==> src/rtl/spm_pkg.sv <==
// -----------------------------------------------------------------------------
// spm_pkg
// Shared types for the start-pulse meter family.
//   spm_state_t : measurement FSM states
//   spm_rec_t   : length record {timeout, len} at the default counter width;
//                 meters with another CNT_W pack their own {timeout, len}
//                 vector of width CNT_W+1 in the same bit order.
// -----------------------------------------------------------------------------
package spm_pkg;

    localparam int unsigned SPM_CNT_W = 8;

    typedef enum logic [1:0] {
        IDLE    = 2'd0,
        MEASURE = 2'd1,
        STUCK   = 2'd2
    } spm_state_t;

    typedef struct packed {
        logic                 timeout;
        logic [SPM_CNT_W-1:0] len;
    } spm_rec_t;

endpackage

==> src/rtl/spm_out_reg.sv <==
// -----------------------------------------------------------------------------
// spm_out_reg
// Single-entry valid/ready holding register with drop indication.
// A load while the register is full and not being drained is discarded and
// flagged on drop for one cycle; a load in the same cycle as a drain replaces
// the record back-to-back.
// Ports:
//   clk, rst_n  : clock, asynchronous active-low reset
//   load        : a new record is offered this cycle
//   load_data   : the offered record
//   ready       : consumer accepts the held record this cycle
//   valid       : a record is held in data
//   data        : held record (zero when empty)
//   drop        : one-cycle pulse, an offered record was discarded
// -----------------------------------------------------------------------------
module spm_out_reg
    import spm_pkg::*;
#(
    parameter int unsigned DATA_W = SPM_CNT_W + 1
) (
    input  logic              clk,
    input  logic              rst_n,
    input  logic              load,
    input  logic [DATA_W-1:0] load_data,
    input  logic              ready,
    output logic              valid,
    output logic [DATA_W-1:0] data,
    output logic              drop
);

    logic              valid_r;
    logic [DATA_W-1:0] data_r;
    logic              drop_r;
    logic              accept_s;

    // The register can take a new record when empty or being drained now.
    assign accept_s = load & (~valid_r | ready);

    // Holding register: load, drain or hold; drop flags a discarded load.
    always_ff @(posedge clk or negedge rst_n) begin
        if (!rst_n) begin
            valid_r <= 1'b0;
            data_r  <= {DATA_W{1'b0}};
            drop_r  <= 1'b0;
        end else begin
            drop_r <= load & valid_r & ~ready;
            if (accept_s) begin
                valid_r <= 1'b1;
                data_r  <= load_data;
            end else if (valid_r & ready) begin
                valid_r <= 1'b0;
                data_r  <= {DATA_W{1'b0}};
            end else begin
                valid_r <= valid_r;
                data_r  <= data_r;
            end
        end
    end

    assign valid = valid_r;
    assign data  = data_r;
    assign drop  = drop_r;

endmodule

==> src/rtl/start_pulse_meter.sv <==
// -----------------------------------------------------------------------------
// start_pulse_meter
// Measures how many consecutive clock samples `start` stays high after a
// rising edge and emits a {timeout, len} record on the terminating sample.
// Pulses longer than MAX_LEN emit {MAX_LEN, timeout=1} on the (MAX_LEN+1)th
// high sample; the rest of such a pulse is ignored.
// Ports:
//   clk, rst_n   : clock, asynchronous active-low reset
//   start        : strobe under measurement
//   out_ready    : consumer accepts the record this cycle
//   out_valid    : record held in out_len/out_timeout
//   out_len      : number of high samples in the pulse
//   out_timeout  : pulse exceeded MAX_LEN (out_len == MAX_LEN)
//   drop         : one-cycle pulse, a record was lost to a full register
//   busy         : FSM is not idle
// -----------------------------------------------------------------------------
module start_pulse_meter
    import spm_pkg::*;
#(
    parameter int unsigned CNT_W   = 8,
    parameter int unsigned MAX_LEN = 14
) (
    input  logic             clk,
    input  logic             rst_n,
    input  logic             start,
    input  logic             out_ready,
    output logic             out_valid,
    output logic [CNT_W-1:0] out_len,
    output logic             out_timeout,
    output logic             drop,
    output logic             busy
);

    if ((MAX_LEN < 1) || (MAX_LEN > ((2 ** CNT_W) - 1))) begin : g_bad_max_len
        $error("start_pulse_meter: MAX_LEN out of range for CNT_W");
    end

    localparam logic [CNT_W-1:0] MAX_CNT  = CNT_W'(MAX_LEN);
    localparam logic [CNT_W-1:0] ONE_CNT  = CNT_W'(1);
    localparam logic [CNT_W-1:0] ZERO_CNT = {CNT_W{1'b0}};

    spm_state_t       state_r;
    spm_state_t       state_nxt_s;
    logic [CNT_W-1:0] cnt_r;
    logic [CNT_W-1:0] cnt_nxt_s;
    logic             start_q_r;
    logic             busy_r;
    logic             rise_s;
    logic             emit_s;
    logic [CNT_W-1:0] emit_len_s;
    logic             emit_timeout_s;
    logic [CNT_W:0]   emit_rec_s;
    logic [CNT_W:0]   out_rec_s;

    // start_q resets high so a pulse already in flight at release is ignored.
    assign rise_s = start & ~start_q_r;

    // State, counter, previous-sample and busy registers.
    always_ff @(posedge clk or negedge rst_n) begin
        if (!rst_n) begin
            state_r   <= IDLE;
            cnt_r     <= ZERO_CNT;
            start_q_r <= 1'b1;
            busy_r    <= 1'b0;
        end else begin
            state_r   <= state_nxt_s;
            cnt_r     <= cnt_nxt_s;
            start_q_r <= start;
            busy_r    <= (state_nxt_s != IDLE);
        end
    end

    // Next-state and counter logic.
    always_comb begin
        state_nxt_s = state_r;
        cnt_nxt_s   = cnt_r;
        case (state_r)
            IDLE: begin
                if (rise_s) begin
                    state_nxt_s = MEASURE;
                    cnt_nxt_s   = ONE_CNT;
                end else begin
                    state_nxt_s = IDLE;
                    cnt_nxt_s   = ZERO_CNT;
                end
            end
            MEASURE: begin
                if (start) begin
                    if (cnt_r == MAX_CNT) begin
                        state_nxt_s = STUCK;
                        cnt_nxt_s   = ZERO_CNT;
                    end else begin
                        state_nxt_s = MEASURE;
                        cnt_nxt_s   = cnt_r + ONE_CNT;
                    end
                end else begin
                    state_nxt_s = IDLE;
                    cnt_nxt_s   = ZERO_CNT;
                end
            end
            STUCK: begin
                // Only a low sample releases STUCK; rises are taken from IDLE.
                if (!start) begin
                    state_nxt_s = IDLE;
                end else begin
                    state_nxt_s = STUCK;
                end
                cnt_nxt_s = ZERO_CNT;
            end
            default: begin
                state_nxt_s = IDLE;
                cnt_nxt_s   = ZERO_CNT;
            end
        endcase
    end

    // Record emission: a timeout on the (MAX_LEN+1)th high sample, or the
    // measured length on the first low sample.
    always_comb begin
        emit_s         = 1'b0;
        emit_len_s     = ZERO_CNT;
        emit_timeout_s = 1'b0;
        case (state_r)
            MEASURE: begin
                if (start) begin
                    if (cnt_r == MAX_CNT) begin
                        emit_s         = 1'b1;
                        emit_len_s     = MAX_CNT;
                        emit_timeout_s = 1'b1;
                    end else begin
                        emit_s         = 1'b0;
                        emit_len_s     = ZERO_CNT;
                        emit_timeout_s = 1'b0;
                    end
                end else begin
                    emit_s         = 1'b1;
                    emit_len_s     = cnt_r;
                    emit_timeout_s = 1'b0;
                end
            end
            IDLE, STUCK: begin
                emit_s         = 1'b0;
                emit_len_s     = ZERO_CNT;
                emit_timeout_s = 1'b0;
            end
            default: begin
                emit_s         = 1'b0;
                emit_len_s     = ZERO_CNT;
                emit_timeout_s = 1'b0;
            end
        endcase
    end

    // Same bit order as spm_rec_t: timeout above len.
    assign emit_rec_s = {emit_timeout_s, emit_len_s};

    spm_out_reg #(
        .DATA_W (CNT_W + 1)
    ) u_out_reg (
        .clk       (clk),
        .rst_n     (rst_n),
        .load      (emit_s),
        .load_data (emit_rec_s),
        .ready     (out_ready),
        .valid     (out_valid),
        .data      (out_rec_s),
        .drop      (drop)
    );

    assign out_len     = out_rec_s[CNT_W-1:0];
    assign out_timeout = out_rec_s[CNT_W];
    assign busy        = busy_r;

endmodule

==> config.mk <==
export PLATFORM = sky130hd
export DESIGN_NAME = start_pulse_meter
export DESIGN_NICKNAME = d
export VERILOG_FILES = /design/src/rtl/spm_pkg.sv /design/src/rtl/spm_out_reg.sv /design/src/rtl/start_pulse_meter.sv
export SDC_FILE = /design/constraint.sdc
export NUM_CORES = 1
export LEC_CHECK = 0
export CAP_MARGIN = 0
export CORE_MARGIN = 5
export CORE_UTILIZATION = 30
export CTS_BUF_LIST = sky130_fd_sc_hd__clkbuf_4 sky130_fd_sc_hd__clkbuf_8 sky130_fd_sc_hd__clkbuf_16
export CTS_CLUSTER_DIAMETER = 50
export CTS_CLUSTER_SIZE = 28
export DETAILED_ROUTE_END_ITERATION = 16
export GPL_ROUTABILITY_DRIVEN = 0
export PLACE_DENSITY_LB_ADDON = 0.05
export SLEW_MARGIN = 10
export SYNTH_ARGS = -nofsm -noshare
export SYNTH_HDL_FRONTEND = slang
export SYNTH_SLANG_ARGS = --single-unit
==> constraint.sdc <==
create_clock -name clk -period 4 [get_ports clk]
set_input_delay 0.4 -clock clk [delete_from_list [all_inputs] [get_ports clk]]
set_output_delay 0.4 -clock clk [all_outputs]
set_load 0.005 [all_outputs]
# [After elaboration in Yosys (flattened, before gate mapping)]
# Index checks and enable logic that the tools add are counted.
# W data, S select, Z words.
[op_classes] n_addsub=1 mux=21 n_eq_ne=3 reduce_logical=3 n_bitwise=9
[ops] operator="$mux W8" n=4
[ops] operator="$mux W9" n=2
[ops] operator="$pmux W8 S2" n=1
[ops] operator="$mux W1" n=9
[ops] operator="$add A8 B1 Y8 const B" n=1
[ops] operator="$eq A8 B4 Y1 const B" n=1
[ops] operator="$mux W2" n=3
[ops] operator="$pmux W2 S3" n=1
[ops] operator="$and A1 B1 Y1" n=5
[ops] operator="$mux W4" n=1
[ops] operator="$reduce_bool A2 Y1" n=2
[ops] operator="$not A1 Y1" n=3
[ops] operator="$eq A2 B1 Y1 const B" n=1
[ops] operator="$eq A2 B2 Y1 const B" n=1
[ops] operator="$logic_not A2 Y1" n=1
[ops] operator="$or A1 B1 Y1" n=1
[totals] reg_bits=23 output_inout_bits=12 input_bits=4 word_cells=44

# [Logic depth before layout (Yosys ltp)]
[logic_depth] word_depth=6 ltp_mapped=6 depth_no_buf=5

# [Cells and area by module]
# Synthesis repeated with hierarchy kept, for this count alone.
[hier_totals] hier_cells=126 hier_area_um2=1296.2
[modules_own_cells] mod="start_pulse_meter" n_inst=1 cells_each=70 area_each_um2=649.4 seq_area_each_um2=301.5
[modules_own_cells] mod="spm_out_reg" n_inst=1 cells_each=56 area_each_um2=646.9 seq_area_each_um2=275.3

# [Least setup slack after synthesis]
# No wires, ideal clock.
[synth_path] kind="register -> register" start="reg cnt_r[0]" end="reg u_out_reg.data_r[8] (netlist: u_out_reg.data[8])" arrival_time_ns=1.486 period_less_slack_ns=1.551 path_stages_with_launch=7 setup_slack_ns=2.449 n_path_buf=1 required_ns=3.935 setup_ns=0.065 cell_sequence="dfrtp_1 inv_1 ha_1 or3b_1 buf_6 a2111oi_4 a211o_1"
[synth_between] elab_chain_cells=6 elab_cells_between_ends=9 classes_between="1 x eq/ne; 6 x mux; 1 x bitwise; 1 x reduce/logical"
[synth_lines] item="start: declaration" line="start_pulse_meter.sv:44" text="logic [CNT_W-1:0] cnt_r;"
[synth_lines] item="start signal: assignment" line="start_pulse_meter.sv:67" text="cnt_r <= cnt_nxt_s;"
[synth_lines] item="$eq A8 B4 Y1 (*)" line="start_pulse_meter.sv:126" text="if (cnt_r == MAX_CNT) begin"
[synth_lines] item="$mux W1 (*)" line="start_pulse_meter.sv:126"
[synth_lines] item="$mux W1" line="start_pulse_meter.sv:125" text="if (start) begin"
[synth_lines] item="$mux W1" line="start_pulse_meter.sv:123" text="case (state_r)"
[synth_lines] item="$and A1 B1 Y1" line="spm_out_reg.sv:37" text="assign accept_s = load & (~valid_r | ready);"
[synth_lines] item="$mux W9 or $reduce_bool A2 Y1 (tied branches)"
[synth_lines] item="end signal: assignment" line="spm_out_reg.sv:43" text="data_r <= {DATA_W{1'b0}};"
[synth_lines] item="end signal: assignment" line="spm_out_reg.sv:49" text="data_r <= load_data;"
[synth_lines] item="end signal: assignment" line="spm_out_reg.sv:52" text="data_r <= {DATA_W{1'b0}};"
[synth_lines] item="end: declaration" line="spm_out_reg.sv:32" text="logic [DATA_W-1:0] data_r;"
# Mark *: on every way between the ends. The rest lies on a longest branch, timed or not.
# A chain may end at the register's enable or synchronous reset.

# [Final worst setup path]
[layout_path] start="reg cnt_r[0]" end="reg u_out_reg.data_r[6] (netlist: u_out_reg.data[6])"
[layout_between] elab_chain_cells=6 elab_cells_between_ends=7 classes_between="1 x eq/ne; 4 x mux; 1 x bitwise; 1 x reduce/logical"
[layout_lines] item="$eq A8 B4 Y1 (*)" line="start_pulse_meter.sv:126"
[layout_lines] item="$mux W1 (*)" line="start_pulse_meter.sv:126"
[layout_lines] item="$mux W1 (*)" line="start_pulse_meter.sv:125"
[layout_lines] item="$mux W1 (*)" line="start_pulse_meter.sv:123"
[layout_lines] item="$and A1 B1 Y1 (*)" line="spm_out_reg.sv:37"
[layout_lines] item="$mux W9 or $reduce_bool A2 Y1 (tied branches)"
# Marked as above.

==> key figures <==
Routing
  – Routed WL per cell: roughly 16 µm
  – First-iteration detailed-routing DRC count: between 70 and 80
  – Drt first pass iters: 6
  – Routed WL: ~3.1 mm
  – Routed Antenna Nets: 0
  – DRC: 0
  – DR vias/cell: between 5 and 6
  – Via count: 1015

Die
  – Die X: 74.71 µm
  – Core ar.: about 0.0040 mm²
  – Starting Density: 0.3118
  – Std cell rows: 23
  – I/O pin count: 16
  – Die footprint: around 0.0056 mm²
  – DIE HEIGHT: around 75 µm

Min path
  – Hold crit path type: in2async

CTS
  – CTS tree: done
  – Hold-fix buffers at CTS: 0
  – Post-CTS setup buffer count: 0
  – Clock sinks: 23
  – Root buffer cell: clkbuf_8
  – Inserted Clock Buffers: 3
  – Clock Latency Late Sink: ~270 ps
  – Clk pin slew, worst setup/hold paths: 90 ps
  – Max clock buf depth: 2
  – H-tree depth: 1
  – # resized after CTS: 0

Global routing
  – Largest net degree at the start of global routing: 24
  – Initial antenna violation count: 0
  – Total GRT Usage: 0.1219
  – Vias in the first global route: 989
  – Global-route wire length before repair: between 5 and 6 mm
  – Overflow after GRT: 0

STA
  – FMAX: 522.9 MHz
  – RSZ-0062 raised after global routing: no
  – Final setup fails: 0
  – Slew @ Worst Pin: ~720 ps
  – Max-slew violation count: 0
  – Hold Fails Final Rpt: 0
  – Final Cycle Share: 0.4781
  – Tmin final: about 1900 ps
  – Hold WS: roughly 100 ps
  – Worst-case clock skew: roughly 6 ps
  – Worst slew margin: 0.5206
  – Fin Setup TNS: 0 ps

Critical path
  – Kind of end point of the critical path: flop
  – Crit path kind: reg2reg
  – Crit-path max FO: 10
  – Arr. time, crit path: a little over 2000 ps
  – Worst setup SP type: flop
  – CP required: between 4000 and 5000 ps

Flow run
  – MaxCap Viol Count: 0

Pwr
  – P_leak: ~0.56 nW
  – Switching component of the power: between 100 and 150 µW
  – Total power: between 400 and 500 µW
  – Clock power share: 0.305
  – Seq pwr share: 0.534
  – Net Sw Frac: 0.2719
  – Combinational share of power: 0.161
  – Power density over the cells: roughly 330 mW/mm²
  – VDD IR-drop max: 120.6 µV
  – Internal: roughly 360 µW

Finish
  – Area growth syn-to-layout: 16.93%
  – Final #Nets: approximately 140
  – Multi-input gate area: 630.6 µm²
  – # diodes: 0
  – Layout cell share with drive strength beyond 1: 0.09489
  – Fillers: 400
  – Seq. cell area: 576.8 µm²

Synth
  – Post-Syn Area: ~0.0013 mm²
  – Cell variety after synth: 38
  – Synth Register Bits: 23
  – Top-area cell type share of the netlist area: 0.4382
  – Area contributors post-synth: dfrtp_1 44%, a21oi_1 5.2%, nor2b_1 5.0%, o211ai_1 4.2%, a32oi_1 3.5%
  – Number of synthesized flops with an enable pin: 0
  – Synth warn: 0
  – Synth area leader: dfrtp_1
  – Syn_area_per_cell: 10.05 µm²
  – Syn Nets: 131
  – Post-synth ARST share: 1.000
  – Main synth FF type: dfrtp_1
  – Mapped Cells: 125
  – Post-synthesis sequential area ratio: 0.4592

Status
  – Outcome: finished, final reports clean

Place
  – Post-DP HPWL: between 2 and 2.5 mm
  – IO Port Bufs: 15
==> per-stage QoR <==
step / std cells / setup slack [ps] / area [µm²] / utilization
finish: 187 / 2088 / 1469 / 0.3646
global route: 187 / 1998 / 1469 / 0.3646
CTS: 187 / 2058 / 1474 / 0.3658
detailed placement: 183 / 1861 / 1428 / 0.3543
global placement: 183 / 1877 / 1428 / 0.3543
floorplan: 125 / 2449 / 1256 / -
==> per-layer routing <==
metal  wire length [µm]  GRT usage  up-vias
met1               1436     0.1595      496
met2               1444     0.2000       27
met5                  0          0        -
met3                125    0.02270        5
met4                 49    0.04743        0
li1                   -          -      487
==> power groups by stage <==
stage	Clock, mW	Combinational [mW]	Sequential, mW
2_1_floorplan	0	0.0429	0.262
3_3_place_gp	0	0.0803	0.267
3_5_place_dp	0	0.0807	0.267
4_1_cts	0.154	0.0809	0.262
5_1_grt	0.168	0.0869	0.265
6_report	0.150	0.0789	0.262
==> worst max-delay path: stages (launching register included) <==
cell	delay, ps
dfrtp_1	460
inv_1	110
ha_1	170
or3b_1	590
o21ai_2	340
a21oi_1	110
==> sequential cells by signal, indices dropped and copies added (netlist names) <==
register / cells
busy: 1
cnt_r: 8
start_q_r: 1
state_r: 2
u_out_reg.data: 9
u_out_reg.drop: 1
u_out_reg.valid: 1
==> final timing paths <==
kind / from / endpoint / slack, ps / cells after the start
setup / recovery: cnt_r[0]$_DFF_PN0_ / u_out_reg.data[6]$_DFFE_PN0P_ / 2090 / 5
hold / removal: rst_n / busy$_DFF_PN0_ / 100 / 1
setup reg to reg: cnt_r[0]$_DFF_PN0_ / u_out_reg.data[6]$_DFFE_PN0P_ / 2090 / 5
hold reg to reg: u_out_reg.data[8]$_DFFE_PN0P_ / u_out_reg.data[8]$_DFFE_PN0P_ / 530 / 1
max in group asynchronous: rst_n / start_q_r$_DFF_PN1_ / 3520 / 1
min in group clk: u_out_reg.data[8]$_DFFE_PN0P_ / u_out_reg.data[8]$_DFFE_PN0P_ / 530 / 1
==> layout make-up <==
| type | count | area share |
|---|---|---|
| multi-input cells | 93 | 0.4293 |
| flip-flops and latches | 23 | 0.3927 |
| clock buffers | 3 | 0.02811 |
| well taps | 50 | 0.04259 |
| repair buffers | 15 | 0.09881 |
| inverters | 2 | 0.005111 |
| clock inverters | 1 | 0.003407 |
==> cell usage in the layout, fill, tap and decap left out, types with 3 or more instances in the layout <==
| cell | n |
|---|---|
| dfrtp_1 | 22 |
| clkdlybuf4s50_1 | 14 |
| a21oi_1 | 13 |
| nor2b_1 | 10 |
| nand2_1 | 7 |
| nand3_1 | 7 |
| o211ai_1 | 7 |
| nor3_1 | 7 |
| nor2_1 | 5 |
| a32oi_1 | 5 |
| nand2b_1 | 4 |
| o21ai_0 | 3 |
| clkbuf_8 | 3 |
==> synthesized netlist by cell type, drive strengths merged, types with 2 or more instances <==
master / number
a21oi: 13
a32oi: 5
buf: 5
clkbuf: 2
dfrtp: 22
ha: 2
inv: 2
nand2: 7
nand2b: 4
nand3: 7
nor2: 5
nor2b: 10
nor3: 8
o211ai: 8
o21a: 2
o21ai: 4
or3: 2
or3b: 2
xor2: 2
==> cell families after synthesis <==
| family | share of synthesized area |
|---|---|
| simple gates | 0.2440 |
| buf+inv | 0.03885 |
| xor+xnor | 0.02092 |
| flops | 0.4592 |
| compound gates | 0.2171 |
| fa+ha+maj | 0.01992 |
No activity file was read; power rests on OpenSTA's default activity.
